### src/rtl/borrow_select_subtractor_pkg.sv
// Shared types and helpers for the nibble-serial borrow-select subtractor.
package borrow_select_subtractor_pkg;

  localparam int SLICE_W = 4;

  typedef enum logic [1:0] {
    IDLE = 2'd0,
    RUN  = 2'd1,
    DONE = 2'd2
  } state_t;

  // Signed overflow: operands of opposite sign and the result sign left the minuend's.
  function automatic logic ovf_flag(input logic a_msb, input logic b_msb, input logic d_msb);
    return (a_msb != b_msb) && (d_msb != a_msb);
  endfunction

endpackage

### src/rtl/borrow_select_subtractor_if.sv
// Operand/result valid-ready bundle for the subtractor.
interface borrow_select_subtractor_if #(parameter int WIDTH = 16);
  logic             in_valid;
  logic             in_ready;
  logic [WIDTH-1:0] a;
  logic [WIDTH-1:0] b;
  logic             bin;
  logic             out_valid;
  logic             out_ready;
  logic [WIDTH-1:0] diff;
  logic             bout;
  logic             zero;
  logic             ovf;

  modport master (
    output in_valid, a, b, bin, out_ready,
    input  in_ready, out_valid, diff, bout, zero, ovf
  );

  modport slave (
    input  in_valid, a, b, bin, out_ready,
    output in_ready, out_valid, diff, bout, zero, ovf
  );
endinterface

### src/rtl/borrow_select_slice.sv
// Combinational 4-bit borrow-select slice: two ripple chains (carry-in 1 / 0)
// with the incoming borrow picking one, like a carry-select adder stage.
module borrow_select_slice
  import borrow_select_subtractor_pkg::*;
(
  input  logic [SLICE_W-1:0] a_nib,
  input  logic [SLICE_W-1:0] b_nib,
  input  logic               bsel,
  output logic [SLICE_W-1:0] d_nib,
  output logic               bout_nib
);
  logic [SLICE_W-1:0] nb, s1, s0;
  logic               c1, c0;

  assign nb = ~b_nib;

  always_comb begin
    s1 = '0;
    s0 = '0;
    c1 = 1'b1;
    c0 = 1'b0;
    for (int i = 0; i < SLICE_W; i++) begin
      s1[i] = a_nib[i] ^ nb[i] ^ c1;
      c1    = (a_nib[i] & nb[i]) | (c1 & (a_nib[i] ^ nb[i]));
      s0[i] = a_nib[i] ^ nb[i] ^ c0;
      c0    = (a_nib[i] & nb[i]) | (c0 & (a_nib[i] ^ nb[i]));
    end
  end

  // Borrow is the inverted carry of the selected chain.
  assign d_nib    = bsel ? s0 : s1;
  assign bout_nib = bsel ? ~c0 : ~c1;
endmodule

### src/rtl/borrow_select_subtractor.sv
// Nibble-serial subtractor: one shared borrow-select slice walks the operand
// LSB-first, one nibble per clock, behind valid/ready handshakes.
module borrow_select_subtractor
  import borrow_select_subtractor_pkg::*;
#(
  parameter int WIDTH = 16
) (
  input logic                    clk,
  input logic                    rst,
  borrow_select_subtractor_if.slave bus
);
  localparam int N     = WIDTH / SLICE_W;
  localparam int IDX_W = (N > 1) ? $clog2(N) : 1;
  localparam logic [IDX_W-1:0] LAST = IDX_W'(N - 1);

  state_t             state_q, state_d;
  logic [WIDTH-1:0]   a_q, b_q, diff_q, diff_nxt;
  logic [IDX_W-1:0]   idx;
  logic               brw, bout_q, zero_q, ovf_q;
  logic [SLICE_W-1:0] d_nib;
  logic               bout_nib;
  logic               accept, last;

  assign accept = (state_q == IDLE) && bus.in_valid;
  assign last   = (state_q == RUN) && (idx == LAST);

  borrow_select_slice u_slice (
    .a_nib    (a_q[idx*SLICE_W +: SLICE_W]),
    .b_nib    (b_q[idx*SLICE_W +: SLICE_W]),
    .bsel     (brw),
    .d_nib    (d_nib),
    .bout_nib (bout_nib)
  );

  // Full result including the nibble being produced this cycle, so the flags
  // can be taken on the final RUN edge.
  always_comb begin
    diff_nxt = diff_q;
    diff_nxt[idx*SLICE_W +: SLICE_W] = d_nib;
  end

  always_comb begin
    state_d = state_q;
    case (state_q)
      IDLE:    if (bus.in_valid)  state_d = RUN;
      RUN:     if (idx == LAST)   state_d = DONE;
      DONE:    if (bus.out_ready) state_d = IDLE;
      default:                    state_d = IDLE;
    endcase
  end

  always_ff @(posedge clk or posedge rst) begin
    if (rst) state_q <= IDLE;
    else     state_q <= state_d;
  end

  always_ff @(posedge clk or posedge rst) begin
    if (rst) begin
      a_q    <= '0;
      b_q    <= '0;
      diff_q <= '0;
      idx    <= '0;
      brw    <= 1'b0;
      bout_q <= 1'b0;
      zero_q <= 1'b0;
      ovf_q  <= 1'b0;
    end else if (accept) begin
      a_q <= bus.a;
      b_q <= bus.b;
      brw <= bus.bin;
      idx <= '0;
    end else if (state_q == RUN) begin
      diff_q <= diff_nxt;
      brw    <= bout_nib;
      idx    <= last ? '0 : idx + IDX_W'(1);
      if (last) begin
        bout_q <= bout_nib;
        zero_q <= (diff_nxt == '0);
        ovf_q  <= ovf_flag(a_q[WIDTH-1], b_q[WIDTH-1], diff_nxt[WIDTH-1]);
      end
    end
  end

  assign bus.in_ready  = (state_q == IDLE);
  assign bus.out_valid = (state_q == DONE);
  assign bus.diff      = diff_q;
  assign bus.bout      = bout_q;
  assign bus.zero      = zero_q;
  assign bus.ovf       = ovf_q;
endmodule

### src/flat_wrapper.sv
// flat-port wrapper written by rule: the top's interface ports become plain ports
module borrow_select_subtractor_flat import borrow_select_subtractor_pkg::*;
#(
  parameter int WIDTH = 16
)
  (clk, rst, bus_in_valid, bus_a, bus_b, bus_bin, bus_out_ready, bus_in_ready, bus_out_valid, bus_diff, bus_bout, bus_zero, bus_ovf);
  borrow_select_subtractor_if #(.WIDTH(WIDTH)) bus_i ();
  input logic clk;
  input logic rst;
  input wire logic [$bits(bus_i.in_valid)-1:0] bus_in_valid;
  input wire logic [$bits(bus_i.a)-1:0] bus_a;
  input wire logic [$bits(bus_i.b)-1:0] bus_b;
  input wire logic [$bits(bus_i.bin)-1:0] bus_bin;
  input wire logic [$bits(bus_i.out_ready)-1:0] bus_out_ready;
  output wire logic [$bits(bus_i.in_ready)-1:0] bus_in_ready;
  output wire logic [$bits(bus_i.out_valid)-1:0] bus_out_valid;
  output wire logic [$bits(bus_i.diff)-1:0] bus_diff;
  output wire logic [$bits(bus_i.bout)-1:0] bus_bout;
  output wire logic [$bits(bus_i.zero)-1:0] bus_zero;
  output wire logic [$bits(bus_i.ovf)-1:0] bus_ovf;
  assign bus_i.in_valid = bus_in_valid;
  assign bus_i.a = bus_a;
  assign bus_i.b = bus_b;
  assign bus_i.bin = bus_bin;
  assign bus_i.out_ready = bus_out_ready;
  assign bus_in_ready = bus_i.in_ready;
  assign bus_out_valid = bus_i.out_valid;
  assign bus_diff = bus_i.diff;
  assign bus_bout = bus_i.bout;
  assign bus_zero = bus_i.zero;
  assign bus_ovf = bus_i.ovf;
  borrow_select_subtractor #(.WIDTH(WIDTH)) u_core (.clk(clk), .rst(rst), .bus(bus_i));
endmodule
### config.mk
export PLATFORM = sky130hd
export DESIGN_NAME = borrow_select_subtractor_flat
export DESIGN_NICKNAME = d
export VERILOG_FILES = /design/src/rtl/borrow_select_subtractor_pkg.sv /design/src/rtl/borrow_select_subtractor_if.sv /design/src/rtl/borrow_select_slice.sv /design/src/rtl/borrow_select_subtractor.sv /design/src/flat_wrapper.sv
export SDC_FILE = /design/constraint.sdc
export NUM_CORES = 1
export LEC_CHECK = 0
export CORE_MARGIN = 4
export CORE_UTILIZATION = 51
export DETAILED_ROUTE_END_ITERATION = 8
export PLACE_DENSITY = 0.8
export SETUP_SLACK_MARGIN = 0.4
export SLEW_MARGIN = 15
export SYNTH_ARGS = -nofsm -noshare
export SYNTH_HDL_FRONTEND = slang
export SYNTH_HIERARCHICAL = 1
export SYNTH_SLANG_ARGS = --single-unit
### constraint.sdc
create_clock -name clk -period 4.6 [get_ports clk]
set_input_delay 0.92 -clock clk [delete_from_list [all_inputs] [get_ports clk]]
set_output_delay 0.92 -clock clk [all_outputs]
set_load 0.01 [all_outputs]
==> impl_metrics.toml <==
[detailed_routing]
drt_iter0_markers = 125
wl_per_cell_um = 14.4
wl_um = 5930
viasPerCell = 5.44
antenna_left = 0
via_count = 2235
first_pass_iters = 5
drc = 0

[sta]
relSlewSlack_pct = 24.4
worst_hold_slack_ps = 484
rsz0062_at_grt = "no"
tightest_slew_ps = 1130
setup_slack_ps = 945
worst_clock_skew_ps = 10.6
fin_setup_tns_ps = 0
setup_viol = 0
period_minus_slack_ps = 3660
fmax_mhz = 274
hold_violations = 0
post-route-period-util_pct = 79.5
final_max_slew_viol_count = 0

[pwr]
max-vdd-ir-drop_v = 0.000425
clkPwrFrac_pct = 10.7
p_sw_mw = 1.21
leakagePower_nw = 1.63
p_per_area_nw_per_um2 = 774
swShare_pct = 44.7
internal_power_mw = 1.50
seqPwrFrac_pct = 33.2
combPwrFrac_pct = 56.1

[clock_network]
clk_latency_ps = 320
holdBufCountCts = 0
post-cts-setup-buffers = 0
cts_sinks = 56
h-tree-depth = 2
ctsResizeCount = 0
cts.reportedPaths.clkPinSlew_ps = 110
clk_path_buf_depth = 2
cts_tree = "done"
root_buffer = "clkbuf_8"
numCtsBuffers = 5

[layout]
area_growth_pct = 25.2
fillCellCount = 425
nets = 388
antenna_cells = 0
multiInputGateArea_um2 = 1300
drive_above_1_share_pct = 7.33
seqCellArea_um2 = 1400

[synth]
ys.flop_type = "dfrtp_1"
ys_seq_area_share_pct = 50.0
yosys_warnings = 6
ys_async_sr_fraction_pct = 100
syn_avg_cell_area_um2 = 9.66
synth_edf_count = 0
post_synth_inst_count = 290
synth.distinct_cells = 39
synth-seq-cells = 56
synth_nets = 338
synth_area_um2 = 2800

[global_routing]
grtUsageTotal_pct = 19.4
grt_max_degree = 57
grt_overflow_total = 0
first_global_vias = 2223
antenna_found_initial = 0
grt_pass1_wl_um = 9960

[status]
outcome = "completed"

[floorplan]
ioPinCount = 58
core_area_um2 = 5200
initial_core_util_pct = 53.8
die_x_um = 82.1
die_area_um2 = 6750
rows = 26
die-height_um = 82.1

[setup_path]
critPathKind = "reg2reg"
worst-path-max-fanout = 20
required_ps = 4840
end_kind = "register"
worst_ep_arrival_time_ps = 3890
cp-start-kind = "register"

[place]
dp_hpwl_um = 4220
gp_congestion = 0.889
portBuffers = 57
dp_slack_ps = 964

[worst_hold_path]
min_path_type = "reg2reg"

[run]
maxCapViolCount = 0
[per-layer routing]
layer | routed length (um) | track usage [%]
met1 | 2560 | 22.7
met2 | 2930 | 34.8
met3 | 349 | 4.34
met4 | 89 | 6.81
met5 | 0 | 0
[metrics by stage]
stage / power (mW) / utilization [%] / cell area (um^2) / cells
3_3_place_gp: 2.37 / 65.5 / 3410 / 403
5_1_grt: 2.93 / 67.4 / 3510 / 411
3_5_place_dp: 2.42 / 65.5 / 3410 / 403
2_1_floorplan: 1.94 / - / 2800 / 290
4_1_cts: 2.73 / 67.4 / 3510 / 411
6_report: 2.72 / 67.4 / 3510 / 411
[cell usage in the layout (no fill, tap or decap), types with 3 or more instances in the layout]
cell / netlist / routed
o21ai_0: 8 / 8
inv_1: 8 / 7
clkdlybuf4s50_1: 0 / 57
ha_1: 11 / 11
nand2_1: 113 / 113
a32o_1: 13 / 13
nor2b_1: 3 / 3
mux4_2: 8 / 8
dfrtp_1: 56 / 56
nand3b_1: 5 / 5
nand3_1: 3 / 3
nor2_1: 8 / 8
a21oi_1: 5 / 5
clkbuf_8: 0 / 6
nor4_1: 3 / 3
[cell type report]
cell class / instances / area share [%]
multi-input cells: 210 / 37.2
inverters: 8 / 0.856
well taps: 70 / 2.50
repair buffers: 59 / 16.7
clock inverters: 2 / 0.499
clock buffers: 6 / 2.35
flip-flops and latches: 56 / 39.9
[state kept, by name, summed over array words and instances (netlist names)]
register / cells
u_core/brw: 1
u_core/bus.zero: 1
u_core/a_q: 16
u_core/state_q: 2
u_core/idx: 2
u_core/b_q: 16
u_core/bus.ovf: 1
u_core/bus.diff: 16
u_core/bus.bout: 1
[power groups by stage]
stage | Combinational (mW) | Sequential (mW) | Clock [mW]
after floorplan | 1.08 | 0.859 | 0
after global placement | 1.46 | 0.904 | 0
after CTS | 1.52 | 0.904 | 0.301
final | 1.52 | 0.902 | 0.290
after global routing | 1.67 | 0.937 | 0.317
after detailed placement | 1.51 | 0.914 | 0
[worst max-delay path, cell delays in order, from the launching register on]
cell and delay [ps]:
dfrtp_1 890, mux4_2 600, ha_1 380, nand3_1 120
and4b_1 230, a31oi_2 180, xor2_1 480, a21oi_2 130
or3b_1 390, a41oi_2 180
[path summary, 6_finish.rpt]
kind                       cells after the start  slack [ps]           from                 to
hold reg to reg                                2         480  u_core/a_q[1]      u_core/a_q[1]
max in group asynchronous                      3        3030            rst      u_core/idx[1]
setup / recovery                               9         940  u_core/idx[0]     u_core/bus.ovf
hold / removal                                 2         480  u_core/a_q[1]      u_core/a_q[1]
min in group asynchronous                      3        1110            rst  u_core/state_q[1]
setup reg to reg                               9         940  u_core/idx[0]     u_core/bus.ovf
[synth_stat cells (2+ instances only)]
cell | count | area [um^2]
mux4_2 | 8 | 180
xor2_1 | 2 | 17.5
o31ai_1 | 2 | 15.0
nor2_1 | 8 | 30.0
and2b_1 | 2 | 15.0
xnor2_1 | 2 | 17.5
o21ai_0 | 8 | 40.0
and4b_1 | 2 | 20.0
dfrtp_1 | 56 | 1400
nand3_1 | 3 | 15.0
clkbuf_1 | 12 | 45.0
nor2b_1 | 3 | 18.8
a32o_1 | 13 | 130
buf_2 | 3 | 15.0
nor4_1 | 3 | 18.8
inv_1 | 8 | 30.0
nor3_1 | 2 | 10.0
a21oi_1 | 5 | 25.0
nand2_1 | 113 | 424
ha_1 | 11 | 138
nand2b_1 | 2 | 12.5
nand3b_1 | 5 | 37.5
[cell families (layout without fill, tap and decap cells)]
kind of cell,after synthesis,after routing,share of synthesized area [%]
buffers and inverters,24,75,3.48
flip-flops,56,56,50.0
multiplexers,10,10,7.19
AO/OA/AOI/OAI,36,36,10.1
adder cells (fa/ha/maj),11,11,4.91
XOR/XNOR,4,4,1.25
AND/OR/NAND/NOR,149,149,23.0
No activity file was read; power rests on OpenSTA's default activity.
==> RTL edit (same flow settings) <==
`WIDTH` is set to 16 in 3 places; all go to 32.
--- a/src/rtl/borrow_select_subtractor_if.sv
+++ b/src/rtl/borrow_select_subtractor_if.sv
@@ -1,3 +1,3 @@
 // Operand/result valid-ready bundle for the subtractor.
-interface borrow_select_subtractor_if #(parameter int WIDTH = 16);
+interface borrow_select_subtractor_if #(parameter int WIDTH = 32);
   logic             in_valid;
--- a/src/rtl/borrow_select_subtractor.sv
+++ b/src/rtl/borrow_select_subtractor.sv
@@ -5,3 +5,3 @@
 #(
-  parameter int WIDTH = 16
+  parameter int WIDTH = 32
 ) (
--- a/src/flat_wrapper.sv
+++ b/src/flat_wrapper.sv
@@ -3,3 +3,3 @@
 #(
-  parameter int WIDTH = 16
+  parameter int WIDTH = 32
 )
Ports: changed (resized bus_a, bus_b and bus_diff); port bits go from 58 to 106. The function was not compared with the original's and may differ.
==> RTL edit against the unedited design <==
Clock skew up 1.6 ps; largest cell class unchanged; design area up 89%; wire length up 120%; total power up 93%; maximum frequency down 6.4%; highest routed layer unchanged; core utilization down 0.50 points; area after synthesis up 88%; sequential cell count up 49; critical path type unchanged; largest power group unchanged; worst setup slack worse by 250 ps.
==> RTL edit: results (changes against the unedited design) <==
INFO  cells_and_area finalNonFillerCells=789 [was 411]
INFO  grt            largest_net_degree_at_the_start_of_global_routing=68 [was 57]
INFO  cells_and_area multi_input_area=2460um2 [was 1300 um2]
INFO  synthesis      synth_fp_nets=643 [was 338]
INFO  critical_path  critical_path.slowest_cell=mux4_2 [was dfrtp_1]
INFO  routing        drt_pre_antenna_iters=7 [was 5]
INFO  hold_path      hold_path_end=u_core/a_q[4] [was u_core/a_q[1]]
INFO  cells_and_area multi_input_cells=410 [was 210]
INFO  power          worst_ir_drop_vdd=0.529mV [was 0.425 mV]
INFO  clock_tree     clock_buffer_count_from_cts=9 [was 5]
INFO  synthesis      synth.area.top_cells=dfrtp_1 (50%), nand2_1 (17%), mux4_2 (6.8%) [was dfrtp_1 (50%), nand2_1 (15%), mux4_2 (6.4%)]
INFO  critical_path  slowest_delay=540ps [was 890 ps]
INFO  timing         worst-slew-pin-transition=1060ps [was 1130 ps]
INFO  placed_design  numPlacedInstances=772 [was 403]
INFO  placed_design  gp_congestion=0.915 [was 0.889]
INFO  grt            first_global_vias=4357 [was 2223]
INFO  synthesis      synth_sequential_area_ratio=49.9% [was 50.0%]
INFO  cells_and_area layout.non_clock_inverters=14 [was 8]
INFO  cells_and_area area_share_clock_buf_inv=2.96% [was 2.85%]
INFO  outcome        outcome=finished, final reports clean [unchanged]
INFO  power          power_density=793nW/um2 [was 774 nW/um2]
INFO  synthesis      synth_cell_count_leaders=nand2_1 (237), dfrtp_1 (105), clkbuf_1 (22), o21ai_0 (22), mux2_2 (20) [was nand2_1 (113), dfrtp_1 (56), a32o_1 (13)]
INFO  timing         timing.clock.skew=12.3ps [was 10.6 ps]
INFO  clock_tree     cts_max_level=3 [was 2]
INFO  grt            gr-usage-all-layers=22.0% [was 19.4%]
## RTL edit: timing repair
item,CTS,global route
hold buffers,0,0
gates resized for setup,1,4
buffers inserted,0,0
endpoints found under the setup margin,1,1
## RTL edit: logic make-up after synthesis
logic type	Yosys count	share of synthesized area (%)
simple gates	308	25.2
flops	105	49.9
compound gates	46	5.61
buf+inv	46	3.76
mux	39	11.7
fa+ha+maj	13	3.09
xor+xnor	4	0.666
## RTL edit: worst max path at each step
stage                  startpoint               to  slack, ps  depth (start not counted)
floorplan           u_core/idx[0]  u_core/bus.zero        640                         16
global placement    u_core/idx[1]  u_core/bus.zero        700                         14
detailed placement  u_core/idx[1]  u_core/bus.zero        460                         14
CTS                 u_core/idx[0]  u_core/bus.zero        460                         15
global route        u_core/idx[0]  u_core/bus.zero        450                         15
finish              u_core/idx[0]  u_core/bus.zero        700                         15
## RTL edit: worst register-to-register path: cells and delay by family, from the launching register on
| family | cells | cell delay, ps |
|---|---|---|
| AO/OA/AOI/OAI | 3 | 840 |
| flip-flops | 1 | 490 |
| buffers and inverters | 2 | 400 |
| adder cells (fa/ha/maj) | 1 | 350 |
| multiplexers | 1 | 550 |
| XOR/XNOR | 1 | 90 |
| AND/OR/NAND/NOR | 7 | 1110 |
## RTL edit: power by group through the flow
stage / Combinational (W) / Sequential (W) / Clock, W
after detailed placement: 0.00287 / 0.00168 / 0
after global routing: 0.00329 / 0.00173 / 0.000620
after floorplan: 0.00197 / 0.00158 / 0
after global placement: 0.00276 / 0.00166 / 0
after CTS: 0.00289 / 0.00167 / 0.000580
final: 0.00301 / 0.00168 / 0.000570
## RTL edit: metal layers
layer  global-route usage [%]  wire [um]
met1                     29.7       5540
met2                     36.1       6210
met3                     3.64        721
met4                     8.28        337
met5                        0          0
